## src/rtl/rv_stream_demux_pkg.sv

```systemverilog
// Shared constants for the stream demultiplexer: select-width derivation,
// per-output buffer depth and occupancy counter width.
package rv_stream_demux_pkg;

    localparam int FIFO_DEPTH = 2;
    localparam int CNT_W      = 2;

    // Width of a select index for n destinations; a single output still needs one bit.
    function automatic int sel_width(input int n);
        return (n > 1) ? $clog2(n) : 1;
    endfunction

endpackage

```

## src/rtl/rv_elastic_buffer_2.sv

```systemverilog
// Two-entry FIFO used as the per-output elastic buffer of rv_stream_demux.
// A push into a full buffer or a pop from an empty one is ignored.
module rv_elastic_buffer_2
    import rv_stream_demux_pkg::*;
#(
    parameter int DATAW = 32
) (
    input  logic             clk,
    input  logic             reset,
    input  logic             push,
    input  logic             pop,
    input  logic [DATAW-1:0] data_in,
    output logic [DATAW-1:0] data,
    output logic [CNT_W-1:0] count,
    output logic             full,
    output logic             empty
);

    logic [DATAW-1:0] mem_reg [FIFO_DEPTH];
    logic             head_reg;
    logic             tail_reg;
    logic [CNT_W-1:0] count_reg;
    logic             do_push;
    logic             do_pop;

    assign full    = (count_reg == CNT_W'(FIFO_DEPTH));
    assign empty   = (count_reg == '0);
    assign do_push = push && !full;
    assign do_pop  = pop && !empty;

    always_ff @(posedge clk or negedge reset) begin
        if (!reset) begin
            for (int i = 0; i < FIFO_DEPTH; i++) begin
                mem_reg[i] <= '0;
            end
            head_reg  <= 1'b0;
            tail_reg  <= 1'b0;
            count_reg <= '0;
        end else begin
            if (do_push) begin
                mem_reg[tail_reg] <= data_in;
                tail_reg          <= ~tail_reg;
            end
            if (do_pop) begin
                head_reg <= ~head_reg;
            end
            // Simultaneous push and pop leaves the occupancy unchanged.
            case ({do_push, do_pop})
                2'b10:   count_reg <= count_reg + CNT_W'(1);
                2'b01:   count_reg <= count_reg - CNT_W'(1);
                default: count_reg <= count_reg;
            endcase
        end
    end

    assign data  = mem_reg[head_reg];
    assign count = count_reg;

endmodule

```

## src/rtl/rv_stream_demux.sv

```systemverilog
// Routes one valid/ready stream to one of NUM_OUTS buffered outputs chosen by
// sel_in; out-of-range selects are accepted, discarded and flagged on drop_err.
module rv_stream_demux
    import rv_stream_demux_pkg::*;
#(
    parameter int NUM_OUTS = 4,
    parameter int DATAW    = 32,
    parameter int SELW     = sel_width(NUM_OUTS)
) (
    input  logic                      clk,
    input  logic                      reset,
    input  logic                      valid_in,
    output logic                      ready_in,
    input  logic [DATAW-1:0]          data_in,
    input  logic [SELW-1:0]           sel_in,
    output logic [NUM_OUTS-1:0]       valid_out,
    input  logic [NUM_OUTS-1:0]       ready_out,
    output logic [NUM_OUTS*DATAW-1:0] data_out,
    output logic                      drop_err
);

    logic [NUM_OUTS-1:0] full;
    logic [NUM_OUTS-1:0] empty;
    logic [NUM_OUTS-1:0] push;
    logic [NUM_OUTS-1:0] pop;
    logic [CNT_W-1:0]    count [NUM_OUTS];
    logic                in_range;
    logic                full_sel;
    logic                accept;
    logic                drop_err_reg;

    assign in_range = (NUM_OUTS == 1) || ({1'b0, sel_in} < (SELW+1)'(NUM_OUTS));

    always_comb begin
        full_sel = 1'b0;
        for (int i = 0; i < NUM_OUTS; i++) begin
            if ((NUM_OUTS == 1) || (sel_in == SELW'(i))) begin
                full_sel = full[i];
            end
        end
    end

    // Ready looks only at the selected buffer's occupancy, never at ready_out.
    assign ready_in = reset && !(in_range && full_sel);
    assign accept   = valid_in && ready_in;

    genvar gi;
    generate
        for (gi = 0; gi < NUM_OUTS; gi++) begin : g_out
            assign push[gi]      = accept && ((NUM_OUTS == 1) || (sel_in == SELW'(gi)));
            assign pop[gi]       = ready_out[gi] && !empty[gi];
            assign valid_out[gi] = (count[gi] != '0);

            rv_elastic_buffer_2 #(
                .DATAW (DATAW)
            ) u_buf (
                .clk     (clk),
                .reset   (reset),
                .push    (push[gi]),
                .pop     (pop[gi]),
                .data_in (data_in),
                .data    (data_out[gi*DATAW +: DATAW]),
                .count   (count[gi]),
                .full    (full[gi]),
                .empty   (empty[gi])
            );
        end
    endgenerate

    always_ff @(posedge clk or negedge reset) begin
        if (!reset) begin
            drop_err_reg <= 1'b0;
        end else begin
            drop_err_reg <= accept && !in_range;
        end
    end

    assign drop_err = drop_err_reg;

endmodule

```

## config.mk

```make
export PLATFORM = sky130hd
export DESIGN_NAME = rv_stream_demux
export DESIGN_NICKNAME = d
export VERILOG_FILES = /design/src/rtl/rv_stream_demux_pkg.sv /design/src/rtl/rv_elastic_buffer_2.sv /design/src/rtl/rv_stream_demux.sv
export SDC_FILE = /design/constraint.sdc
export NUM_CORES = 1
export LEC_CHECK = 0
export ABC_AREA = 1
export CORE_ASPECT_RATIO = 2
export CORE_UTILIZATION = 55
export DETAILED_ROUTE_END_ITERATION = 10
export PLACE_DENSITY = 0.8
export REMOVE_ABC_BUFFERS = 1
export SLEW_MARGIN = 20
export SYNTH_ARGS = -nofsm -noshare
export SYNTH_HDL_FRONTEND = slang
export SYNTH_SLANG_ARGS = --single-unit
```

## constraint.sdc

```tcl
create_clock -name clk -period 4.8 [get_ports clk]
set_input_delay 0.96 -clock clk [delete_from_list [all_inputs] [get_ports clk]]
set_output_delay 0.96 -clock clk [all_outputs]
set_load 0.01 [all_outputs]
```

==> summary.md, run 1 <==
| Metric | Value |
|---|---|
| P per Cell Area | `712 nW/µm²` |
| IO Pins | `175` |
| CP Capture Type | `output pin` |
| Post-cts sizing count | `0` |
| H-tree lvl count | `1` |
| Initial antenna violation count | `0` |
| Vias in the first global route | `11,900` |
| GRT Residual Overflow | `0` |
| Pin count of the biggest net entering global routing | `141` |
| Max Fclk | `246 MHz` |
| Routed wl met3 | `3050 µm` |
| CORE AREA | `23,200 µm²` |
| Yosys top cell by area | `dfrtp_1` |
| Initial core utilization | `55.9%` |
| Share of cells above drive strength 1 | `4.43%` |
| DP Area | `14,600 µm²` |
| Final Cell Area | `15,400 µm²` |
| Root buffer cell | `clkbuf_16` |
| Die area | `24,300 µm²` |
| CTS buffer count | `24` |
| Routed via count | `12,200` |
| Status | `finished, final reports clean` |
| Max Cap Viol | `0` |
| Final WS setup | `0.741 ns` |
| Most numerous cell in the Yosys netlist | `nand2_1` |
| Combinational power share | `45.9%` |
| Rel. slew slack | `27.0%` |
| Final period utilization | `84.6%` |
| RSZ-0062 raised after global routing | `no` |
| Number of standard cells after synthesis | `1,683` |
| Worst-path clk slew | `0.06 ns` |
| Flop-to-flop setup slack | `2.38 ns` |
| Psw | `4.35 mW` |
| Crit path DAT | `3.10 ns` |
| CTS Buffer Depth | `3` |
| Synth Area per Inst | `7.72 µm²` |
| Critical path destination | `data_out[26]` |
| CP peak stage delay | `0.96 ns` |
| VDD IR-drop max | `465 µV` |
| PortBufs | `173` |
| Skew-Pair Late Insertion Delay | `0.54 ns` |
| HP Class | `input port to async pin` |
| Tmin final | `4.06 ns` |
| Top layer in use | `met4` |
| Clk_skew | `0.0128 ns` |
| Total wire length | `40,400 µm` |
| M1 WL | `14,900 µm` |
| Sequential share of the synthesized area | `52.4%` |
| Synth Cell Area | `13,000 µm²` |
| Critical path peak fanout | `33` |
| Pwr Total | `11.0 mW` |
| Nets | `1,789` |
| Register-to-Register Path Depth | `11` |
| Vias per inst | `5.96` |
| DRT antenna net count | `0` |
| DRC | `0` |
| DR WL/cell | `19.7 µm` |
| Worst hold slack | `0.362 ns` |
| Die height | `219 µm` |
| GRT Util Overall | `33.5%` |
| Synth top cells by count | `nand2_1 (918), dfrtp_1 (272), nand4_1 (264), clkbuf_1 (111), clkbuf_2 (32)` |
| Hold buffers post-CTS | `0` |
| 1st-pass router iterations | `5` |
| Yosys reg bits | `272` |
| Rows | `79` |
| Lkg Pwr | `8.11 nW` |
| Pint | `6.64 mW` |
| N_diodes | `0` |
| Crit start category | `flip-flop` |
| Sequential power share | `36.0%` |
| Reg2reg end | `g_out[3].u_buf.count[1]` |
| Post-synth EDFFs | `0` |
| WS Path Type | `flip-flop to output pin` |
| Synth unique cells | `23` |
| Layout Area Growth over Synthesis | `18.9%` |
| Number of setup violations in the final report | `0` |
| Sink Count | `272` |
| R2R Path Start | `g_out[2].u_buf.count[1]` |
| Worst-Margin Slew | `1.09 ns` |
| Synth Flop Type | `dfrtp_1` |
| Hold Fails Final Rpt | `0` |
| Post-DP HPWL | `23,700 µm` |
| Critical-path cell list | `buf_4 -> clkinv_1 -> nand2_1 -> nand2_1 -> clkdlybuf4s50_1` |
| Ranking of synthesized cells by area | `dfrtp_1 (52%), nand2_1 (27%), nand4_1 (13%)` |
| Sw frac | `39.6%` |
| Fin. max-slew vios | `0` |
| Cell repeated most along the worst path | `nand2_1` |
| GPL Wtd Cong | `0.849` |
| Master of the slowest instance on the critical path | `clkinv_1` |
| CTS tree | `built` |
| DRT iter0 DRCs | `1,065` |
| First-pass GRT wire length | `63,600 µm` |
| Clk pwr share | `18.1%` |
| Die width | `111 µm` |
| Pre-CTS WS | `1.00 ns` |
| Synth Warn # | `0` |
| Met2 WL | `19,500 µm` |
| Top cell type's share of synthesized area | `52.4%` |
| Post-CTS setup buffers | `0` |
| Critical path launch point | `g_out[0].u_buf.head_reg` |
| Max reg flops | `256` |
| Async S/R FF share, synth | `100%` |
| CP required | `3.84 ns` |
[critical path, delay by kind of cell, from the launching register on]
| family | cells | cell delay (ns) |
|---|---|---|
| buf+inv | 3 | 1.82 |
| flops | 1 | 0.32 |
| simple gates | 2 | 0.42 |
[stage by stage]
step	util, %	cells	TNS, ns
CTS	66.5	2044	0
finish	66.5	2044	0
global placement	63.1	2001	0
detailed placement	63.1	2001	0
global route	66.5	2044	0
floorplan	-	1513	-1206.08
[cell type report]
cell class / instances / area [µm²]
fillers: 1921 / 7790
flip-flops and latches: 272 / 6810
multi-input cells: 1220 / 5390
repair buffers: 205 / 2010
clock buffers: 40 / 752
well taps: 283 / 354
inverters: 21 / 78.8
clock inverters: 3 / 40.0
[placed cells by master, fill, tap and decap left out, types with 2 or more instances in the layout]
master             n
buf_12             3
inv_1             15
clkbuf_1           8
inv_2              2
clkbuf_16         25
dfrtp_1          272
clkbuf_8           7
nand4_1          264
xnor2_1            4
clkdlybuf4s50_1  172
buf_4             29
clkinv_1           4
a21oi_1            4
nand2_1          918
nor2_4             3
nor2_1             3
xor2_1             8
o21ai_0            4
ha_1               4
clkinv_2           2
or2_2              3
[how the worst min path moves through the flow]
stage / start / end / slack, ns / cells after the start
6_report: reset / g_out[0].u_buf.mem_reg[22] / 0.36 / 1
5_1_grt: reset / g_out[0].u_buf.mem_reg[22] / 0.38 / 1
4_1_cts: reset / g_out[1].u_buf.mem_reg[53] / 0.38 / 1
3_5_place_dp: g_out[0].u_buf.mem_reg[45] / g_out[0].u_buf.mem_reg[45] / 0.47 / 2
3_3_place_gp: g_out[0].u_buf.mem_reg[29] / g_out[0].u_buf.mem_reg[29] / 0.46 / 2
2_1_floorplan: g_out[0].u_buf.mem_reg[30] / g_out[0].u_buf.mem_reg[30] / 0.45 / 2
[power by group through the flow]
stage	clock network [mW]	registers, mW	logic (mW)
2_1_floorplan	0	4.04	2.34
6_report	1.99	3.96	5.05
3_3_place_gp	0	3.93	4.92
3_5_place_dp	0	3.97	4.99
4_1_cts	2.00	3.95	5.03
5_1_grt	2.08	4.08	5.50
[per-layer routing]
| metal | vias up | GRT usage [%] |
|---|---|---|
| li1 | 5571 | - |
| met1 | 5861 | 42.9 |
| met2 | 609 | 53.9 |
| met3 | 135 | 3.87 |
| met4 | 0 | 22.2 |
| met5 | - | 0 |
[logic make-up (layout without fill, tap and decap cells)]
kind of cell,Yosys count,in the layout,synth area share [%]
DFF,272,272,52.4
AOI/OAI and AO/OA,9,9,0.347
xor gates and xnor gates,12,12,0.809
other,1,1,0.0289
adders and majority gates,4,4,0.385
buffers and inverters,191,269,6.31
and+or+nand+nor,1194,1194,39.7
Note: power is estimated with default switching activity, not from simulation.
==> run 2: changes to the inputs <==
clock period = 4.2 ns   (was 4.8 ns; I/O delays follow)
==> run 2 against run 1 <==
Effect of this change: worst hold slack worse by 0.16 ns; worst setup slack worse by 0.11 ns; critical path type is now input port to output pin; clock power is 19% higher; global-route usage is 0.084 points higher; count of clock-buffer cells in the layout is 7 lower; combinational power is 14% higher; utilization is 0.25 points higher.
==> summary.md, run 2 (same netlist as run 1, synthesis figures left out) <==
| Metric | Value |
|---|---|
| Final Instance Count excl. Fillers | `2,051 (+0.34%)` |
| HP Class | `input port to async pin` |
| Max reg flops | `256 (unchanged)` |
| Vias per inst | `5.99 (+0.54%)` |
| Psw | `5.01 mW (+15%)` |
| GRT Residual Overflow | `0 (unchanged)` |
| Skew-Pair Late Insertion Delay | `0.53 ns (about the same)` |
| CP required | `3.36 ns (-0.48 ns)` |
| Vias in the first global route | `11,800 (-0.43%)` |
| DRT iter0 DRCs | `1,218 (+14%)` |
| Clk_skew | `0.00942 ns (-0.00342 ns)` |
| VDD IR-drop max | `509 µV (+9.3%)` |
| Crit path DAT | `2.73 ns (-0.37 ns)` |
| GRT Util Overall | `33.6% (+0.084 points)` |
| DR WL/cell | `19.9 µm (+0.57%)` |
| R2R Path Start | `g_out[2].u_buf.count[1]` |
| Final WS setup | `0.626 ns (-0.114 ns)` |
| 1st-pass router iterations | `7 (+2)` |
| Most frequent cells in the layout | `nand2_1 (918), dfrtp_1 (272), nand4_1 (264)` |
| Post-cts sizing count | `0 (unchanged)` |
| PortBufs | `173 (unchanged)` |
| P per Cell Area | `819 nW/µm² (+15%)` |
| Final period utilization | `85.1%` |
| Die width | `111 µm (unchanged)` |
| CORE AREA | `23,200 µm² (unchanged)` |
| Clk pwr share | `18.6% (+0.5 points)` |
| Combinational power share | `45.4% (-0.5 points)` |
| Commonest non-fill, non-tap cell in the layout | `nand2_1` |
| Post-DP HPWL | `23,800 µm (+0.14%)` |
| CP Capture Type | `output pin` |
| Critical path peak fanout | `9 (-73%)` |
| First-pass GRT wire length | `63,600 µm (about the same)` |
| Die height | `219 µm (unchanged)` |
| Sw frac | `39.5% (-0.11 points)` |
| CTS Buffer Depth | `3 (unchanged)` |
| Worst-Margin Slew | `0.911 ns (-0.177 ns)` |
| GPL Wtd Cong | `0.841 (-0.97%)` |
| Hold buffers post-CTS | `0 (unchanged)` |
| Rows | `79 (unchanged)` |
| Die area | `24,300 µm² (unchanged)` |
| DRC | `0 (unchanged)` |
| Layout Area Growth over Synthesis | `19.3%` |
| Crit start category | `input port` |
| Max Cap Viol | `0 (unchanged)` |
| Fillers | `1,876 (-2.3%)` |
| RSZ-0062 raised after global routing | `no` |
| Initial core utilization | `55.9% (unchanged)` |
| CTS tree | `built` |
| Nets | `1,793 (+0.22%)` |
| TNS Setup | `0 ns (unchanged)` |
| Pin count of the biggest net entering global routing | `173 (+23%)` |
| Reg2reg end | `g_out[1].u_buf.mem_reg[16]` |
| Root buffer cell | `clkbuf_16` |
| IO Pins | `175 (unchanged)` |
| Total wire length | `40,700 µm (+0.91%)` |
| Hold Fails Final Rpt | `0 (unchanged)` |
| Layout Utilization | `66.7% (+0.25 points)` |
| H-tree lvl count | `1 (unchanged)` |
| Number of setup violations in the final report | `0 (unchanged)` |
| Routed via count | `12,300 (+0.89%)` |
| Initial antenna violation count | `2 (+2)` |
| Status | `finished, final reports clean` |
| Sink Count | `272 (unchanged)` |
| Final Cell Area | `15,500 µm² (+0.38%)` |
| DRT antenna net count | `0 (unchanged)` |
| Flop-to-flop setup slack | `1.87 ns (-0.51 ns)` |
| Tmin final | `3.57 ns` |
| Max Fclk | `280 MHz` |
| Fin. max-slew vios | `0 (unchanged)` |
| Lkg Pwr | `8.15 nW (+0.39%)` |
| Post-CTS setup buffers | `0 (unchanged)` |
| Worst hold slack | `0.201 ns (-0.161 ns)` |
| WS Path Type | `input port to output pin` |
| Pwr Total | `12.7 mW (+15%)` |
| Sequential power share | `36.0% (about the same)` |
| Pint | `7.68 mW (+16%)` |
| Rel. slew slack | `39.2% (+12 points)` |
| Pre-CTS WS | `0.662 ns (-0.343 ns)` |
| Register-to-Register Path Depth | `8 (-3)` |
| Share of cells above drive strength 1 | `4.98% (+0.55 points)` |
| DP Area | `14,700 µm² (about the same)` |
| CTS buffer count | `24 (unchanged)` |
| Worst-path clk slew | `0.06 ns (about the same)` |
| Cells after DPL | `2,005 (+0.20%)` |
==> run 2: changes by cell type in the layout (fill, tap and decap cells not counted), sizes merged <==
cell	change
diode	+2
clkbuf	-7
clkinvlp	+2
buf	+4
clkinv	+4
bufinv	+2
==> run 2: how the worst max path moves through the flow <==
stage	start	endpoint	slack [ns]	cells after the start
3_5_place_dp	sel_in[1]	ready_in	0.66	7
3_3_place_gp	sel_in[1]	ready_in	0.65	7
6_report	sel_in[1]	ready_in	0.63	7
4_1_cts	sel_in[1]	ready_in	0.63	7
2_1_floorplan	sel_in[1]	g_out[0].u_buf.count[1]	-5.89	10
5_1_grt	sel_in[0]	ready_in	0.47	7
==> run 2: final cells by class <==
type	instances	area, µm²	share of cell area [%]
Antenna cell	2	5.00	0.0323
Clock buffer	33	706	4.55
Clock inverter	11	135	0.872
Inverter	21	78.8	0.509
Multi-Input combinational cell	1220	5390	34.8
Sequential cell	272	6810	43.9
Tap cell	283	354	2.28
Timing Repair Buffer	209	2020	13.0
==> run 2: worst max-delay path, stage by stage <==
cell             delay, ns
clkdlybuf4s50_1       0.53
inv_1                 0.15
nor2_4                0.04
nand2_1               0.06
nand3_1               0.14
nor2_2                0.35
clkdlybuf4s50_1       0.62
==> run 2: per-layer routing <==
metal / GRT usage [%] / wire length (µm)
met1: 43.0 / 15000
met3: 3.37 / 3180
met2: 54.0 / 19600
met4: 23.0 / 2930
met5: 0 / 0
==> run 2: power by group through the flow <==
stage               combinational [mW]  clock, mW  sequential (mW)
finish                            5.76       2.36             4.56
global route                      6.27       2.47             4.71
CTS                               5.74       2.38             4.55
detailed placement                5.69          0             4.57
global placement                  5.60          0             4.52
floorplan                         2.67          0             4.62
